==> src/rtl/mips_cpu_pkg.sv <==
// ============================================================================
// Module      : mips_cpu_pkg
// Description : Shared types and constants for the MIPS CPU memory arbiter.
//               arb_state_t  - arbiter grant state
//               grant_side_t - most recent grant winner (fetch / data)
//               BE_ALL       - all-lanes byteenable for the 32-bit CPU bus
// Revision    : 1.0 - initial release
// ============================================================================
`default_nettype none

package mips_cpu_pkg;

    localparam int CPU_DATA_W = 32;

    typedef enum logic [1:0] {
        ARB_IDLE    = 2'd0,
        ARB_GRANT_I = 2'd1,
        ARB_GRANT_D = 2'd2
    } arb_state_t;

    typedef enum logic {
        LAST_I = 1'b0,
        LAST_D = 1'b1
    } grant_side_t;

    localparam logic [CPU_DATA_W/8-1:0] BE_ALL = '1;

endpackage

`default_nettype wire

==> src/rtl/mips_cpu_mem_arbiter_if.sv <==
// ============================================================================
// Module      : mips_cpu_mem_arbiter_if
// Description : Signal bundle around the fetch/data memory arbiter.
//               Fetch requester : i_read, i_address, i_waitrequest, i_readdata
//               Data requester  : d_read, d_write, d_address, d_writedata,
//                                 d_byteenable, d_waitrequest, d_readdata
//               Memory master   : address, read, write, writedata,
//                                 byteenable, readdata, waitrequest
//               Status          : protocol_err
//               modport slave  - the arbiter's view
//               modport master - the requesters' and memory's view
// Revision    : 1.0 - initial release
// ============================================================================
`default_nettype none

interface mips_cpu_mem_arbiter_if #(
    parameter int ADDR_W = 32,
    parameter int DATA_W = 32
);
    localparam int BE_W = DATA_W / 8;

    logic              i_read;
    logic [ADDR_W-1:0] i_address;
    logic              i_waitrequest;
    logic [DATA_W-1:0] i_readdata;

    logic              d_read;
    logic              d_write;
    logic [ADDR_W-1:0] d_address;
    logic [DATA_W-1:0] d_writedata;
    logic [BE_W-1:0]   d_byteenable;
    logic              d_waitrequest;
    logic [DATA_W-1:0] d_readdata;

    logic [ADDR_W-1:0] address;
    logic              read;
    logic              write;
    logic [DATA_W-1:0] writedata;
    logic [BE_W-1:0]   byteenable;
    logic [DATA_W-1:0] readdata;
    logic              waitrequest;

    logic              protocol_err;

    modport slave (
        input  i_read, i_address,
        input  d_read, d_write, d_address, d_writedata, d_byteenable,
        input  readdata, waitrequest,
        output i_waitrequest, i_readdata,
        output d_waitrequest, d_readdata,
        output address, read, write, writedata, byteenable,
        output protocol_err
    );

    modport master (
        output i_read, i_address,
        output d_read, d_write, d_address, d_writedata, d_byteenable,
        output readdata, waitrequest,
        input  i_waitrequest, i_readdata,
        input  d_waitrequest, d_readdata,
        input  address, read, write, writedata, byteenable,
        input  protocol_err
    );

endinterface

`default_nettype wire

==> src/rtl/mips_cpu_mem_arbiter.sv <==
// ============================================================================
// Module      : mips_cpu_mem_arbiter
// Description : Shares the CPU's single Avalon-MM memory master between the
//               instruction-fetch and data requesters. One grant at a time,
//               held until the memory drops waitrequest; ties are resolved
//               round-robin; protocol violations set a sticky error flag.
//   clk    - clock
//   reset  - synchronous, active-high reset
//   bus    - requester, memory and status signals (slave modport)
// Revision    : 1.0 - initial release
// ============================================================================
`default_nettype none

module mips_cpu_mem_arbiter
    import mips_cpu_pkg::*;
#(
    parameter int ADDR_W = 32,
    parameter int DATA_W = 32
) (
    input  wire logic               clk,
    input  wire logic               reset,
    mips_cpu_mem_arbiter_if.slave   bus
);

    localparam int BE_W = DATA_W / 8;
    localparam logic [BE_W-1:0] C_BE_ALL =
        (BE_W == $bits(BE_ALL)) ? BE_W'(BE_ALL) : {BE_W{1'b1}};

    arb_state_t  r_state;
    arb_state_t  w_next_state;
    grant_side_t r_last_grant;
    logic        r_protocol_err;

    logic              w_d_req;
    logic              w_err_event;
    logic [ADDR_W-1:0] w_address;
    logic              w_read;
    logic              w_write;
    logic [DATA_W-1:0] w_writedata;
    logic [BE_W-1:0]   w_byteenable;
    logic              w_i_waitrequest;
    logic              w_d_waitrequest;

    assign w_d_req = bus.d_read | bus.d_write;

    // Bus drive: purely a function of the current grant and live inputs.
    always_comb begin
        w_address       = '0;
        w_read          = 1'b0;
        w_write         = 1'b0;
        w_writedata     = '0;
        w_byteenable    = '0;
        w_i_waitrequest = 1'b1;
        w_d_waitrequest = 1'b1;
        case (r_state)
            ARB_GRANT_I: begin
                w_address       = bus.i_address;
                w_read          = 1'b1;
                w_byteenable    = C_BE_ALL;
                w_i_waitrequest = bus.waitrequest;
            end
            ARB_GRANT_D: begin
                w_address       = bus.d_address;
                // Simultaneous read+write is resolved as a write.
                w_read          = bus.d_read & ~bus.d_write;
                w_write         = bus.d_write;
                w_writedata     = bus.d_writedata;
                w_byteenable    = bus.d_byteenable;
                w_d_waitrequest = bus.waitrequest;
            end
            default: ;
        endcase
    end

    // Next grant. A transfer ends on completion or when the granted side
    // abandons its request mid-stall.
    always_comb begin
        w_next_state = r_state;
        case (r_state)
            ARB_IDLE: begin
                if (bus.i_read && w_d_req)
                    w_next_state = (r_last_grant == LAST_D) ? ARB_GRANT_I : ARB_GRANT_D;
                else if (bus.i_read)
                    w_next_state = ARB_GRANT_I;
                else if (w_d_req)
                    w_next_state = ARB_GRANT_D;
            end
            ARB_GRANT_I: begin
                if (!bus.waitrequest || !bus.i_read)
                    w_next_state = ARB_IDLE;
            end
            ARB_GRANT_D: begin
                if (!bus.waitrequest || !w_d_req)
                    w_next_state = ARB_IDLE;
            end
            default: w_next_state = ARB_IDLE;
        endcase
    end

    always_comb begin
        w_err_event = 1'b0;
        if (bus.d_read && bus.d_write && (r_state != ARB_GRANT_I))
            w_err_event = 1'b1;
        if ((r_state == ARB_GRANT_I) && bus.waitrequest && !bus.i_read)
            w_err_event = 1'b1;
        if ((r_state == ARB_GRANT_D) && bus.waitrequest && !w_d_req)
            w_err_event = 1'b1;
    end

    always_ff @(posedge clk) begin
        if (reset) begin
            r_state        <= ARB_IDLE;
            r_last_grant   <= LAST_D;   // first tie after reset goes to fetch
            r_protocol_err <= 1'b0;
        end else begin
            r_state <= w_next_state;
            if ((r_state == ARB_IDLE) && (w_next_state != ARB_IDLE))
                r_last_grant <= (w_next_state == ARB_GRANT_I) ? LAST_I : LAST_D;
            if (w_err_event)
                r_protocol_err <= 1'b1;
        end
    end

    assign bus.address       = w_address;
    assign bus.read          = w_read;
    assign bus.write         = w_write;
    assign bus.writedata     = w_writedata;
    assign bus.byteenable    = w_byteenable;
    assign bus.i_waitrequest = w_i_waitrequest;
    assign bus.d_waitrequest = w_d_waitrequest;
    assign bus.i_readdata    = bus.readdata;
    assign bus.d_readdata    = bus.readdata;
    assign bus.protocol_err  = r_protocol_err;

endmodule

`default_nettype wire

==> src/flat_wrapper.sv <==
// flat-port wrapper written by rule: the top's interface ports become plain ports
module mips_cpu_mem_arbiter_flat import mips_cpu_pkg::*;
#(
    parameter int ADDR_W = 32,
    parameter int DATA_W = 32
)
  (clk, reset, bus_i_read, bus_i_address, bus_d_read, bus_d_write, bus_d_address, bus_d_writedata, bus_d_byteenable, bus_readdata, bus_waitrequest, bus_i_waitrequest, bus_i_readdata, bus_d_waitrequest, bus_d_readdata, bus_address, bus_read, bus_write, bus_writedata, bus_byteenable, bus_protocol_err);
  mips_cpu_mem_arbiter_if #(.ADDR_W(ADDR_W), .DATA_W(DATA_W)) bus_i ();
  input  wire logic clk;
  input  wire logic reset;
  input wire logic [$bits(bus_i.i_read)-1:0] bus_i_read;
  input wire logic [$bits(bus_i.i_address)-1:0] bus_i_address;
  input wire logic [$bits(bus_i.d_read)-1:0] bus_d_read;
  input wire logic [$bits(bus_i.d_write)-1:0] bus_d_write;
  input wire logic [$bits(bus_i.d_address)-1:0] bus_d_address;
  input wire logic [$bits(bus_i.d_writedata)-1:0] bus_d_writedata;
  input wire logic [$bits(bus_i.d_byteenable)-1:0] bus_d_byteenable;
  input wire logic [$bits(bus_i.readdata)-1:0] bus_readdata;
  input wire logic [$bits(bus_i.waitrequest)-1:0] bus_waitrequest;
  output wire logic [$bits(bus_i.i_waitrequest)-1:0] bus_i_waitrequest;
  output wire logic [$bits(bus_i.i_readdata)-1:0] bus_i_readdata;
  output wire logic [$bits(bus_i.d_waitrequest)-1:0] bus_d_waitrequest;
  output wire logic [$bits(bus_i.d_readdata)-1:0] bus_d_readdata;
  output wire logic [$bits(bus_i.address)-1:0] bus_address;
  output wire logic [$bits(bus_i.read)-1:0] bus_read;
  output wire logic [$bits(bus_i.write)-1:0] bus_write;
  output wire logic [$bits(bus_i.writedata)-1:0] bus_writedata;
  output wire logic [$bits(bus_i.byteenable)-1:0] bus_byteenable;
  output wire logic [$bits(bus_i.protocol_err)-1:0] bus_protocol_err;
  assign bus_i.i_read = bus_i_read;
  assign bus_i.i_address = bus_i_address;
  assign bus_i.d_read = bus_d_read;
  assign bus_i.d_write = bus_d_write;
  assign bus_i.d_address = bus_d_address;
  assign bus_i.d_writedata = bus_d_writedata;
  assign bus_i.d_byteenable = bus_d_byteenable;
  assign bus_i.readdata = bus_readdata;
  assign bus_i.waitrequest = bus_waitrequest;
  assign bus_i_waitrequest = bus_i.i_waitrequest;
  assign bus_i_readdata = bus_i.i_readdata;
  assign bus_d_waitrequest = bus_i.d_waitrequest;
  assign bus_d_readdata = bus_i.d_readdata;
  assign bus_address = bus_i.address;
  assign bus_read = bus_i.read;
  assign bus_write = bus_i.write;
  assign bus_writedata = bus_i.writedata;
  assign bus_byteenable = bus_i.byteenable;
  assign bus_protocol_err = bus_i.protocol_err;
  mips_cpu_mem_arbiter #(.ADDR_W(ADDR_W), .DATA_W(DATA_W)) u_core (.clk(clk), .reset(reset), .bus(bus_i));
endmodule
==> config.mk <==
export PLATFORM = sky130hd
export DESIGN_NAME = mips_cpu_mem_arbiter_flat
export DESIGN_NICKNAME = d
export VERILOG_FILES = /design/src/rtl/mips_cpu_pkg.sv /design/src/rtl/mips_cpu_mem_arbiter_if.sv /design/src/rtl/mips_cpu_mem_arbiter.sv /design/src/flat_wrapper.sv
export SDC_FILE = /design/constraint.sdc
export NUM_CORES = 1
export LEC_CHECK = 0
export ABC_AREA = 1
export CAP_MARGIN = 10
export CORE_AREA = 10 10 99 101
export CTS_BUF_LIST = sky130_fd_sc_hd__clkbuf_4 sky130_fd_sc_hd__clkbuf_8
export CTS_CLUSTER_DIAMETER = 50
export DETAILED_ROUTE_END_ITERATION = 16
export DIE_AREA = 0 0 109 111
export HOLD_SLACK_MARGIN = 0.1
export PLACE_DENSITY = 0.83
export SYNTH_ARGS = -nofsm -noshare
export SYNTH_HDL_FRONTEND = slang
export SYNTH_SLANG_ARGS = --single-unit
==> constraint.sdc <==
create_clock -name clk -period 2.3 [get_ports clk]
set_clock_uncertainty 0.15 [all_clocks]
set_input_delay 0.46 -clock clk [delete_from_list [all_inputs] [get_ports clk]]
set_output_delay 0.46 -clock clk [all_outputs]
set_load 0.01 [all_outputs]
## Word-level counts from Yosys, hierarchy flattened

Index checks and enable logic that the tools add are counted.

- Bits in registers: 4
- Bits of input ports: 138
- Output and inout bits: 137
- Word-level logic and storage cells: 43

- Eq/ne operators: 4
- Mux-type cells: 18
- Bitwise operators: 3
- Reduce and logical (&&, ||, !) cells: 15

Operators with widths:

| operator | count |
|---|---|
| $pmux W32 S2 | 1 |
| $mux W32 | 1 |
| $mux W2 | 6 |
| $logic_and A1 B1 Y1 | 8 |
| $pmux W4 S2 | 1 |
| $mux W1 | 7 |
| $pmux W2 S3 | 1 |
| $eq A2 B1 Y1 const B | 2 |
| $logic_not A1 Y1 | 3 |
| $eq A2 B2 Y1 const B | 1 |
| $logic_not A2 Y1 | 1 |
| $logic_or A1 B1 Y1 | 2 |
| $ne A2 B1 Y1 const B | 1 |
| $pmux W1 S2 | 1 |
| $reduce_bool A2 Y1 | 1 |
| $and A1 B1 Y1 | 1 |
| $not A1 Y1 | 1 |
| $or A1 B1 Y1 | 1 |

## Longest topological paths before layout

- Depth in word-level cells: 7
- Gate-level depth with buffers: 13
- Depth with buffers taken out: 12

## Least setup slack after synthesis

OpenSTA, ideal clock, no wires.

- Path kind: reg-to-output
- Start: register u_core.r_state[0]
- End: output port bus_address[0]
- Data arrival time: 1.237 ns
- Required time: 1.690 ns
- Path slack: 0.453 ns
- Stages on the path, launching flop included: 6
- Buffers on the path: 1
- Path through: dfxtp_1 inv_1 ha_1 inv_2 buf_1 a21oi_1

- Longest elaborated chain between the ends: 2
- Elaborated cells on any way between the ends: 3
- Classes of those cells: eq/ne: 2; mux: 1

Ends and longest elaborated chain:

| what | line | source |
|---|---|---|
| start, declared | mips_cpu_mem_arbiter.sv:29 | `arb_state_t r_state;` |
| start signal, assigned | mips_cpu_mem_arbiter.sv:116 | `r_state <= w_next_state;` |
| $eq A2 B2 Y1 / $eq A2 B1 Y1 (equally long branches) | mips_cpu_mem_arbiter.sv:55 | `case (r_state)` |
| $pmux W32 S2 (*) | mips_cpu_mem_arbiter.sv:55 |  |
| end, declared | flat_wrapper.sv:24 | `output wire logic [$bits(bus_i.address)-1:0] bus_address;` |

Mark *: on every way between the ends. The rest lies on a longest branch, timed or not.

## Final worst setup path

- Start: register u_core.r_state[1]
- End: output port bus_address[24]

The elaborated chain is that of the path after synthesis.

==> impl_metrics.json <==
{
  "period_needed_ns": 2.26,
  "hold_violations": 0,
  "cp_max_fo": 37,
  "fp-row-count": 33,
  "gr-total-overflow": 0,
  "grt_pass1_vias": 2251,
  "vdd.ir_drop.worst_mv": 0.368,
  "track_usage": 0.119,
  "status": "completed",
  "syn_area_mm2": 0.00155,
  "drtAntennaViolNets": 0,
  "cp.required_ns": 1.69,
  "whs_path_depth": 2,
  "fp.dieW_um": 109,
  "relSlewSlack": 0.813,
  "place_hpwl_um": 6610,
  "worst_setup_path_start_kind": "register",
  "grt_pass1_wl_um": 11700,
  "r2r-start": "u_core.r_state[0]$_SDFF_PP0_",
  "synth_cells": 302,
  "syn_avg_cell_area_um2": 5.14,
  "ys_seq_elements": 4,
  "p_per_area_mw_per_mm2": 298,
  "drt-initial-drc-count": 53,
  "num-nets-final": 562,
  "critical_path_class": "reg -> out",
  "start_util": 0.195,
  "port_buffers": 178,
  "core_mm2": 0.00797,
  "cp_slowest_cell": "ha_1",
  "fillCellCount": 828,
  "antenna-diode-count": 0,
  "numCtsBuffers": 3,
  "synth_area_leaders": "buf_4 32%, nand2_1 30%, a21oi_1 12%, inv_1 10%, dfxtp_1 5.2%",
  "holdWs_ns": 0.326,
  "drt-pass1-iter-count": 5,
  "max_stage_delay_ns": 0.38,
  "hold_start": "u_core.r_last_grant$_SDFFE_PP1P_",
  "layout_commonest_cell": "nand2_1",
  "place.gp.congestion": 0.955,
  "io_pins": 275,
  "final_max_slew_viol_count": 0,
  "cts-root-buf": "clkbuf_8",
  "cp-end-kind": "primary output",
  "cts_tree": "yes",
  "cts_buffer_depth": 2,
  "min_to": "u_core.r_last_grant$_SDFFE_PP1P_",
  "ys_warn_count": 0,
  "regToRegSetupSlack_ns": 0.49,
  "ys_seq_area_frac": 0.0516,
  "setup-violations-final": 0,
  "grt_antenna_before_repair": 0,
  "die_y_um": 111,
  "drt-total-wl_um": 8000,
  "cts.clk_slew.worst_paths_ns": 0.03,
  "worst_slew_pin_slew_ns": 0.280,
  "final_cell_mix": "123 x nand2_1, 107 x clkdlybuf4s50_1, 57 x dlygate4sd2_1",
  "synth_top_area_cell": "buf_4",
  "maxCapViolCount": 0,
  "num_vias": 2151,
  "syn2layout_area_growth_pct": 95.4,
  "period_share": 0.982,
  "cts.sinks": 4,
  "insertion_delay_ns": 0.22,
  "dieArea_mm2": 0.0121,
  "synth.distinct_cells": 15,
  "worstHoldPathType": "reg -> reg",
  "synth_top_area_frac": 0.319,
  "total_power_w": 0.000904,
  "path_cells": "inv_1 > ha_1 > inv_8 > a21oi_1 > dlygate4sd2_1",
  "rsz0062_at_grt": "yes",
  "drive_gt1_frac": 0.0885,
  "critPathArrivalTime_ns": 1.65,
  "ff2ff_path_depth": 14,
  "ctsHtreeMaxLevel": 1,
  "synth_nets": 444,
  "reg2reg_to": "u_core.r_last_grant$_SDFFE_PP1P_",
  "grt_max_degree": 38,
  "wire_per_inst_um": 15.3,
  "p_leak_nw": 1.67,
  "routed_via_density": 4.11,
  "drc": 0,
  "fmax_mhz": 443
}
-- Yosys cell counts, drive strengths merged --
| library cell | count |
|---|---|
| a32oi | 1 |
| nor2 | 2 |
| buf | 76 |
| nand3 | 3 |
| clkbuf | 3 |
| a21oi | 38 |
| a31oi | 1 |
| inv | 46 |
| o211ai | 1 |
| dfxtp | 4 |
| nand2 | 123 |
| ha | 4 |
-- cells by family (layout without fill, tap and decap cells) --
kind of cell / count (synthesis) / after routing / share of synthesized area
simple gates: 128 / 128 / 0.312
buf+inv: 125 / 241 / 0.467
flops: 4 / 4 / 0.0516
compound gates: 41 / 41 / 0.137
fa+ha+maj: 4 / 4 / 0.0322
-- stage by stage --
step                instance area (um^2)  setup slack (ns)  utilization  TNS [ns]  cells
CTS                                 3090            0.0140        0.387         0    523
finish                              3030            0.0407        0.381         0    523
floorplan                           1550             0.453            -         0    302
detailed placement                  3030            -0.152        0.380     -4.66    516
global placement                    3030            -0.104        0.380     -3.22    516
global route                        3030           -0.0536        0.381    -0.320    523
-- metal layers --
| metal | routed length, um | vias up | GRT usage |
|---|---|---|---|
| met4 | 210 | 0 | 0.0387 |
| met5 | 0 | - | 0 |
| met1 | 2780 | 889 | 0.112 |
| li1 | - | 1066 | - |
| met3 | 1300 | 30 | 0.0773 |
| met2 | 3710 | 166 | 0.203 |
-- critical path: cells and delay by family (launching register included) --
family | cells | cell delay, ns
flops | 1 | 0.37
buf+inv | 3 | 0.49
fa+ha+maj | 1 | 0.38
compound gates | 1 | 0.17
-- cell type report --
type,instances,area (um^2),area share
clock buffer,3,41.3,0.0136
inverter,46,180,0.0594
multi-input combinational,173,762,0.251
sequential,4,81.3,0.0268
tap,105,131,0.0433
timing repair buffer,192,1840,0.606
-- repair_timing --
action,CTS,global route
gates resized for setup,82,26
endpoints found under the setup margin,72,37
hold buffers,0,0
setup buffers,2,0
gates cloned,2,0
-- report_power, final --
group          switching (W)  internal (W)  leakage (nW)
Sequential        0.00000656     0.0000785        0.0334
Clock              0.0000354      0.000111        0.0216
Combinational       0.000309      0.000363          1.61
Total               0.000351      0.000553          1.67
-- flip-flops by register name (all words and copies together), names as in the netlist --
| name | cells |
|---|---|
| u_core.bus.protocol_err | 1 |
| u_core.r_last_grant | 1 |
| u_core.r_state | 2 |
-- how the worst max path moves through the flow --
stage	from	endpoint	slack (ns)	cells past startpoint
after CTS	u_core.r_state[0]$_SDFF_PP0_	bus_byteenable[1]	0.01	7
after detailed placement	u_core.r_state[0]$_SDFF_PP0_	bus_address[24]	-0.15	5
after global routing	u_core.r_state[1]$_SDFF_PP0_	bus_address[24]	-0.05	5
final	u_core.r_state[1]$_SDFF_PP0_	bus_address[24]	0.04	5
after global placement	u_core.r_state[0]$_SDFF_PP0_	bus_read	-0.10	5
after floorplan	u_core.r_state[0]$_SDFF_PP0_	bus_address[0]	0.45	5
(Power assumes the default switching activity.)
